[src/rtl/ps2_key_assembler.sv]
// ps2_key_assembler
//   Deframes raw PS/2 keyboard serial frames into scancode bytes and groups
//   the bytes into complete key events (prefixes, break codes, PrintScreen,
//   Pause). Each completed event is published on ps2_key.
//
// Ports
//   clk_sys      system clock; all logic runs in this domain
//   RESET        asynchronous, active-high reset
//   ps2_clk_in   raw PS/2 clock line (asynchronous)
//   ps2_data_in  raw PS/2 data line (asynchronous)
//   ps2_key      [64] toggles per completed event, [63:0] event bytes,
//                most recent byte in [7:0], zero-filled above the oldest
//   byte_valid   one-cycle pulse per good received byte
//   byte_data    last good byte, held between pulses
//   frame_err    one-cycle pulse on a parity or stop-bit error
module ps2_key_assembler #(
  parameter int unsigned TIMEOUT_CYCLES = 50000,
  parameter int unsigned SYNC_STAGES    = 2
) (
  input  logic        clk_sys,
  input  logic        RESET,
  input  logic        ps2_clk_in,
  input  logic        ps2_data_in,
  output logic [64:0] ps2_key,
  output logic        byte_valid,
  output logic [7:0]  byte_data,
  output logic        frame_err
);

  localparam int unsigned TMO_W = $clog2(TIMEOUT_CYCLES + 1);
  localparam logic [TMO_W-1:0] TMO_LAST = TMO_W'(TIMEOUT_CYCLES - 1);

  // ------------------------------------------------------------------
  // Input synchronisers and falling-edge detect
  // ------------------------------------------------------------------
  logic [SYNC_STAGES-1:0] clk_sync;
  logic [SYNC_STAGES-1:0] data_sync;
  logic                   clk_prev;
  logic                   clk_s;
  logic                   data_s;
  logic                   fall;

  assign clk_s  = clk_sync[SYNC_STAGES-1];
  assign data_s = data_sync[SYNC_STAGES-1];
  assign fall   = clk_prev & ~clk_s;

  // Idle PS/2 lines are high, so the chain resets high to avoid a false edge.
  always_ff @(posedge clk_sys or posedge RESET) begin
    if (RESET) begin
      clk_sync  <= '1;
      data_sync <= '1;
      clk_prev  <= 1'b1;
    end else begin
      clk_sync[0]  <= ps2_clk_in;
      data_sync[0] <= ps2_data_in;
      for (int unsigned i = 1; i < SYNC_STAGES; i++) begin
        clk_sync[i]  <= clk_sync[i-1];
        data_sync[i] <= data_sync[i-1];
      end
      clk_prev <= clk_s;
    end
  end

  // ------------------------------------------------------------------
  // Deframer: bit 0 start, 1-8 data LSB first, 9 odd parity, 10 stop
  // ------------------------------------------------------------------
  logic [3:0]       bit_cnt;
  logic [7:0]       shreg;
  logic             par_bit;
  logic [TMO_W-1:0] tmo_cnt;

  always_ff @(posedge clk_sys or posedge RESET) begin
    if (RESET) begin
      bit_cnt    <= '0;
      shreg      <= '0;
      par_bit    <= 1'b0;
      tmo_cnt    <= '0;
      byte_valid <= 1'b0;
      byte_data  <= '0;
      frame_err  <= 1'b0;
    end else begin
      byte_valid <= 1'b0;
      frame_err  <= 1'b0;
      if (fall) begin
        tmo_cnt <= '0;
        case (bit_cnt)
          4'd0: begin
            // A high start bit is line noise: stay idle, no error.
            if (!data_s) bit_cnt <= 4'd1;
          end
          4'd1, 4'd2, 4'd3, 4'd4, 4'd5, 4'd6, 4'd7, 4'd8: begin
            shreg   <= {data_s, shreg[7:1]};
            bit_cnt <= bit_cnt + 4'd1;
          end
          4'd9: begin
            par_bit <= data_s;
            bit_cnt <= 4'd10;
          end
          4'd10: begin
            bit_cnt <= '0;
            if (data_s && (^{shreg, par_bit})) begin
              byte_valid <= 1'b1;
              byte_data  <= shreg;
            end else begin
              frame_err <= 1'b1;
            end
          end
          default: bit_cnt <= '0;
        endcase
      end else if (bit_cnt != 4'd0) begin
        // Stalled mid-frame: silently drop the partial frame.
        if (tmo_cnt == TMO_LAST) begin
          bit_cnt <= '0;
          tmo_cnt <= '0;
        end else begin
          tmo_cnt <= tmo_cnt + 1'b1;
        end
      end else begin
        tmo_cnt <= '0;
      end
    end
  end

  // ------------------------------------------------------------------
  // Event assembler
  // ------------------------------------------------------------------
  typedef enum logic [1:0] {
    IDLE,
    ACCUM,
    PAUSE
  } asm_state_t;

  asm_state_t  state;
  // Only seven bytes are stored: the eighth byte of the window is always
  // the incoming one, and any event reaching it either completes or
  // drops the oldest byte, so a stored eighth byte is never observed.
  logic [55:0] ev_buf;
  logic [2:0]  ev_cnt;
  logic [63:0] shifted;
  logic        is_prefix;
  logic        is_prtsc_cont;

  always_comb begin
    shifted       = {ev_buf, byte_data};
    is_prefix     = (byte_data == 8'hE0) || (byte_data == 8'hF0);
    is_prtsc_cont = (shifted == 64'h0000_0000_0000_E012) ||
                    (shifted == 64'h0000_0000_00E0_F07C);
  end

  always_ff @(posedge clk_sys or posedge RESET) begin
    if (RESET) begin
      state   <= IDLE;
      ev_buf  <= '0;
      ev_cnt  <= '0;
      ps2_key <= '0;
    end else if (frame_err) begin
      state  <= IDLE;
      ev_buf <= '0;
      ev_cnt <= '0;
    end else if (byte_valid) begin
      case (state)
        IDLE: begin
          if (byte_data == 8'hE1) begin
            ev_buf <= {48'h0, byte_data};
            ev_cnt <= 3'd1;
            state  <= PAUSE;
          end else if (is_prefix) begin
            ev_buf <= {48'h0, byte_data};
            state  <= ACCUM;
          end else begin
            ps2_key <= {~ps2_key[64], 56'h0, byte_data};
            ev_buf  <= '0;
            ev_cnt  <= '0;
          end
        end
        ACCUM: begin
          if (is_prefix || is_prtsc_cont) begin
            ev_buf <= shifted[55:0];
          end else begin
            ps2_key <= {~ps2_key[64], shifted};
            ev_buf  <= '0;
            ev_cnt  <= '0;
            state   <= IDLE;
          end
        end
        PAUSE: begin
          if (ev_cnt == 3'd7) begin
            ps2_key <= {~ps2_key[64], shifted};
            ev_buf  <= '0;
            ev_cnt  <= '0;
            state   <= IDLE;
          end else begin
            ev_buf <= shifted[55:0];
            ev_cnt <= ev_cnt + 3'd1;
          end
        end
        default: begin
          ev_buf <= '0;
          ev_cnt <= '0;
          state  <= IDLE;
        end
      endcase
    end
  end

endmodule
[config.mk]
export PLATFORM = sky130hd
export DESIGN_NAME = ps2_key_assembler
export DESIGN_NICKNAME = d
export VERILOG_FILES = /design/src/rtl/ps2_key_assembler.sv
export SDC_FILE = /design/constraint.sdc
export NUM_CORES = 1
export LEC_CHECK = 0
export BUFFER_PORTS_ARGS = -buffer_cell sky130_fd_sc_hd__buf_2
export CORE_MARGIN = 1
export CORE_UTILIZATION = 48
export DETAILED_ROUTE_END_ITERATION = 8
export PLACE_DENSITY = 0.7
export SYNTH_ARGS = -nofsm -noshare
export SYNTH_HDL_FRONTEND = slang
export SYNTH_SLANG_ARGS = --single-unit
[constraint.sdc]
create_clock -name clk_sys -period 6.4 [get_ports clk_sys]
set_clock_uncertainty 0.2 [all_clocks]
set_input_delay 1.28 -clock clk_sys [delete_from_list [all_inputs] [get_ports clk_sys]]
set_output_delay 1.28 -clock clk_sys [all_outputs]
set_load 0.01 [all_outputs]
======== After elaboration in Yosys (flattened, before gate mapping) ========
Cells that the tools add are included.
storage, ports and cells
  flip-flop bits (word level) ............. 170
  bits of input ports ..................... 4
  output and inout port bits .............. 75
  word-level logic and storage cells ...... 109
operators by class
  $add $sub $neg .......................... 3
  eq/ne operators ......................... 28
  mux-type cells .......................... 40
  bitwise operators ....................... 4
  reduce and logical (&&, ||, !) cells .... 20
operators with widths
  cell                                                                number
  65-bit 2-to-1 mux                                                   4
  56-bit 2-to-1 mux                                                   4
  65-bit one-hot mux with 3 select lines                              1
  56-bit one-hot mux with 3 select lines                              1
  64-bit by 16-bit == test with 1-bit output (second input constant)  1
  64-bit by 24-bit == test with 1-bit output (second input constant)  1
  16-bit 2-to-1 mux                                                   3
  8-bit == test (second input constant)                               3
  3-bit 2-to-1 mux                                                    6
  16-bit by 1-bit adder with 16-bit output (second input constant)    1
  16-bit == test (second input constant)                              1
  4-bit by 3-bit == test with 1-bit output (second input constant)    4
  4-bit 2-to-1 mux                                                    4
  8-bit 2-to-1 mux                                                    2
  4-bit == test (second input constant)                               3
  2-bit 2-to-1 mux                                                    6
  4-bit one-hot mux with 3 select lines                               1
  3-bit inequality test (second input constant)                       3
  3-bit one-hot mux with 3 select lines                               1
  3-bit AND reduction                                                 3
  9-bit parity                                                        1
  4-bit by 2-bit == test with 1-bit output (second input constant)    2
  2-bit inequality test (second input constant)                       4
  4-bit inequality test (second input constant)                       2
  other kinds (21)                                                    33

======== Longest topological paths before layout ========
  depth in word-level cells ............... 7
  mapped depth ............................ 10
  gate-level depth less buffers ........... 7

======== Worst setup path after synthesis ========
No wires, ideal clock.
  kind .................................... reg2reg
  from .................................... register byte_data[2]
  to ...................................... register ps2_key[64]
  library setup time ...................... 125 ps
  data arrival time ....................... 1955 ps
  required time ........................... 6075 ps
  path slack .............................. 4120 ps
  cell stages (with the launch flop) ...... 8
  buffers on the path ..................... 2
  clock period less this slack ............ 2280 ps
  cells stage by stage .................... dfrtp_1 > nor4_1 > nand4b_1 > a2111oi_4 > a21oi_2 > buf_6 > buf_6 > xor2_1
between the ends
  word-level cells in the longest chain between the ends .. 5
  elaborated cells between the ends (all ways) .. 12
  classes of those cells .................. eq/ne (8); reduce/logical (4)
ends and longest elaborated chain
  item                                                                      line      text
  from (decl)                                                               26        output logic [7:0] byte_data,
  from (signal assigned)                                                    103       byte_data <= shreg;
  64-bit by 16-bit == test with 1-bit output, or another cell as far along  146       is_prtsc_cont = (shifted == 64'h0000_0000_0000_E012) ||
  1-bit logical OR (on tied branches)                                       146, 145
  1-bit logical OR                                                          177       if (is_prefix || is_prtsc_cont) begin
  2-bit inequality test (no source line)                                    n/a
  7-bit AND reduction (no source line) *                                    n/a
  to (signal assigned)                                                      171       ps2_key <= {~ps2_key[64], 56'h0, byte_data};
  to (signal assigned)                                                      180       ps2_key <= {~ps2_key[64], shifted};
  to (signal assigned)                                                      188       ps2_key <= {~ps2_key[64], shifted};
  to (decl)                                                                 24        output logic [64:0] ps2_key,
Mark *: on every way between the ends. The rest lies on a longest branch, timed or not.
A chain may end at the register's enable or synchronous reset.

======== Final worst setup path ========
  from .................................... register state[1]
  to ...................................... register ps2_key[39]
between the ends
  word-level cells in the longest chain between the ends .. 3
  elaborated cells between the ends (all ways) .. 10
  classes of those cells .................. eq/ne (6); mux (1); reduce/logical (3)
ends and longest elaborated chain
  item                                                                                 line  text
  from (decl)                                                                          133   asm_state_t state;
  from (signal assigned)                                                               152   state <= IDLE;
  from (signal assigned)                                                               157   state <= IDLE;
  from (signal assigned)                                                               166   state <= PAUSE;
  2-bit == test, or another cell as far along                                          161   case (state)
  2-bit inequality test (no source line) / 3-bit nonzero test (equally long branches)  n/a
  7-bit AND reduction (no source line)                                                 n/a
Several ways; a longest one is shown, not always the timed one.

==> flow_metrics.tcl <==
set metrics [dict create \
    drv_cap 0 \
    synth_top_cell_by_area "dfrtp_1" \
    route.detailed.drc 0 \
    fillers 1394 \
    max_freq_mhz 289.1 \
    routed_wl_um 16340 \
    min_delay_path_depth 0 \
    hpwl_um 10570 \
    synth_commonest_cells "nand2_1, dfrtp_1, inv_1, mux2i_1, o21ai_0" \
    multi_input_area_um2 3020 \
    crit_type "reg -> reg" \
    holdPathEnd "data_sync[1]" \
    gr-usage-met2_pct 34.21 \
    die_w_um 128.5 \
    period_needed_ns 3.459 \
    avgViaCountPerCell 5.275 \
    syn_area_per_cell_um2 10.19 \
    busiest_layer "met2" \
    p_int_mw 1.835 \
    cts_tree "built" \
    drt.antenna.violating_nets 0 \
    holdBufCountCts 0 \
    gr-usage-met3_pct 4.366 \
    hp-class "reg -> reg" \
    cts_buffer_depth 2 \
    synthArstFlopShare_pct 100.0 \
    crit_path_start "state[1]" \
    start_util_pct 49.81 \
    die_h_um 128.5 \
    first_global_vias 5364 \
    synth_edf_count 0 \
    cts_sinks 170 \
    yosysSeqAreaShare_pct 55.44 \
    ff2ff_setup_slack_ns 2.94 \
    p_comb_share_pct 9.0 \
    yosys_warnings 0 \
    hold_viol_final 0 \
    dr.first_iter.drc_count 411 \
    crit_path_max_fanout 57 \
    p_per_area_nw_per_um2 274.0 \
    instances_no_fill 1047 \
    reg2reg_to "ps2_key[39]" \
    worst_slew_pin_slew_ns 1.176 \
    hold_start "data_sync[0]" \
    drive_gt1_share_pct 18.30 \
    numCtsBuffers 17 \
    syn_area_um2 7685 \
    syn-num-nets 769 \
    cts_setup_buffers 0 \
    synth_ff_type "dfrtp_1" \
    clock_latency_ns 0.43 \
    crit_path_end_kind "flip-flop" \
    use_met1_pct 30.10 \
    overflow 0 \
    setup_viol 0 \
    pin_count 79 \
    relSlewSlack_pct 21.07 \
    placement_rows 45 \
    seq_power_share_pct 47.8 \
    yosys.cell_types.count 47 \
    fin_nets 838 \
    final.setup.tns_ns 0 \
    netlist_instances 754 \
    antennaDiodeCount 0 \
    swShare_pct 24.25 \
    p_switching_mw 0.5876 \
    dp.cells 1015 \
    slew_viol_final 0 \
    first_pass_iters 5 \
    clock_power_share_pct 43.2 \
    core_area_um2 15430 \
    vias 5523 \
    status "finished, final reports clean" \
    required_ns 6.54 \
    synth.top_cell.area_share_pct 53.73 \
    clkSlewWorstSetupHoldPaths_ns 0.06 \
    peakVddDrop_v 0.0002187 \
    grt_pass1_wl_um 27780 \
    ctsResizeCount 0 \
    numPortBuffers 78 \
    cp-start-kind "flip-flop" \
    htree_levels 4 \
    final-seq-area_um2 4260 \
    crit_arrival_ns 3.60 \
    yosysMostFrequentCell "nand2_1" \
    wl_per_cell_um 15.60 \
    grt_max_degree 81 \
    area_growth_pct 15.04 \
    cts_root_buffer "clkbuf_16" \
    track_usage_pct 21.59 \
    rsz0062_at_grt "no" \
    leakagePower_nw 3.924 \
    grt_antenna_before_repair 0 \
    dieArea_um2 16520 \
    place_congestion 0.7999 \
    ys_seq_elements 170 \
    r2r_cells 9 \
    synth.area.top_cells "dfrtp_1, nand2_1, mux2i_1, mux2_2, o21ai_0" \
    worst_r2r_startpoint "state[1]" \
    period_share_pct 54.04 \
]
## critical path, cell delays in order (launching register included)
cell and delay [ns]:
dfrtp_1 0.42, inv_1 0.08, ha_1 0.28, buf_4 0.45
nor2_1 0.08, nor3b_1 0.19, o2111ai_1 0.19, a21oi_4 0.34
buf_4 0.78, mux2i_1 0.28
## power groups by stage
stage                     Combinational (mW)  Sequential (mW)  Clock (mW)
after floorplan                        0.183             1.16           0
after global placement                 0.215             1.17           0
after detailed placement               0.221             1.18           0
after CTS                              0.222             1.16        1.06
after global routing                   0.249             1.16        1.10
final                                  0.219             1.16        1.05
## area by class of cell
| type | count | area share (%) |
|---|---|---|
| clock buffers | 23 | 5.519 |
| clock inverters | 9 | 1.274 |
| inverters | 64 | 2.774 |
| multi-input cells | 484 | 34.16 |
| flip-flops and latches | 170 | 48.19 |
| well taps | 211 | 2.986 |
| repair buffers | 86 | 5.095 |
## routing by layer
metal / up-vias / wire [µm]
li1: 2644 / -
met1: 2738 / 7735
met2: 127 / 7800
met3: 14 / 617
met4: 0 / 182
met5: - / 0
## kinds of logic (layout without fill, tap and decap cells)
kind of cell | count (synthesis) | in the layout | share of synthesized area (%)
AO/OA/AOI/OAI | 89 | 89 | 6.952
XOR/XNOR | 22 | 22 | 2.686
adder cells (fa/ha/maj) | 11 | 11 | 1.791
buffers and inverters | 100 | 182 | 5.617
flip-flops | 170 | 170 | 55.44
multiplexers | 84 | 84 | 11.36
AND/OR/NAND/NOR | 278 | 278 | 16.15
## registers in the layout, indices dropped and copies added (netlist names), 3 cells and up
register and cells:
tmo_cnt 16, shreg 8, ev_cnt 3, ps2_key 65
bit_cnt 4, ev_buf 56, byte_data 8
## worst max path at each step
stage	depth (start not counted)	to	slack, ns
6_report	9	ps2_key[39]	2.94
3_5_place_dp	9	ps2_key[12]	2.94
2_1_floorplan	1	bit_cnt[0]	0.32
5_1_grt	9	ps2_key[39]	2.66
3_3_place_gp	9	ps2_key[53]	3.00
4_1_cts	9	ps2_key[54]	2.91
## layout by cell type, fill, tap and decap left out, types with 7 or more instances in the layout
cell and n:
and3_1 7, buf_2 78, buf_4 8, clkbuf_16 17, dfrtp_1 165, ha_1 11, inv_1 63, mux2_2 26
mux2i_1 58, nand2_1 178, nand2b_1 7, nand3_1 7, nand4_1 11, nor2_1 27, nor4_1 13, o21ai_0 57
xnor2_1 13, xor2_1 8
## through the flow
stage / hold WS [ns] / setup slack (ns) / cell area [µm²] / utilization [%] / power, mW
global placement: 0.1483 / 3.002 / 8240 / 53.41 / 1.388
floorplan: 0.1452 / 0.3248 / 7685 / - / 1.346
global route: 0.1623 / 2.664 / 8841 / 57.31 / 2.514
finish: 0.1557 / 2.941 / 8841 / 57.31 / 2.423
CTS: 0.1566 / 2.912 / 8841 / 57.31 / 2.437
detailed placement: 0.1476 / 2.939 / 8240 / 53.41 / 1.396
(Power assumes the default switching activity.)
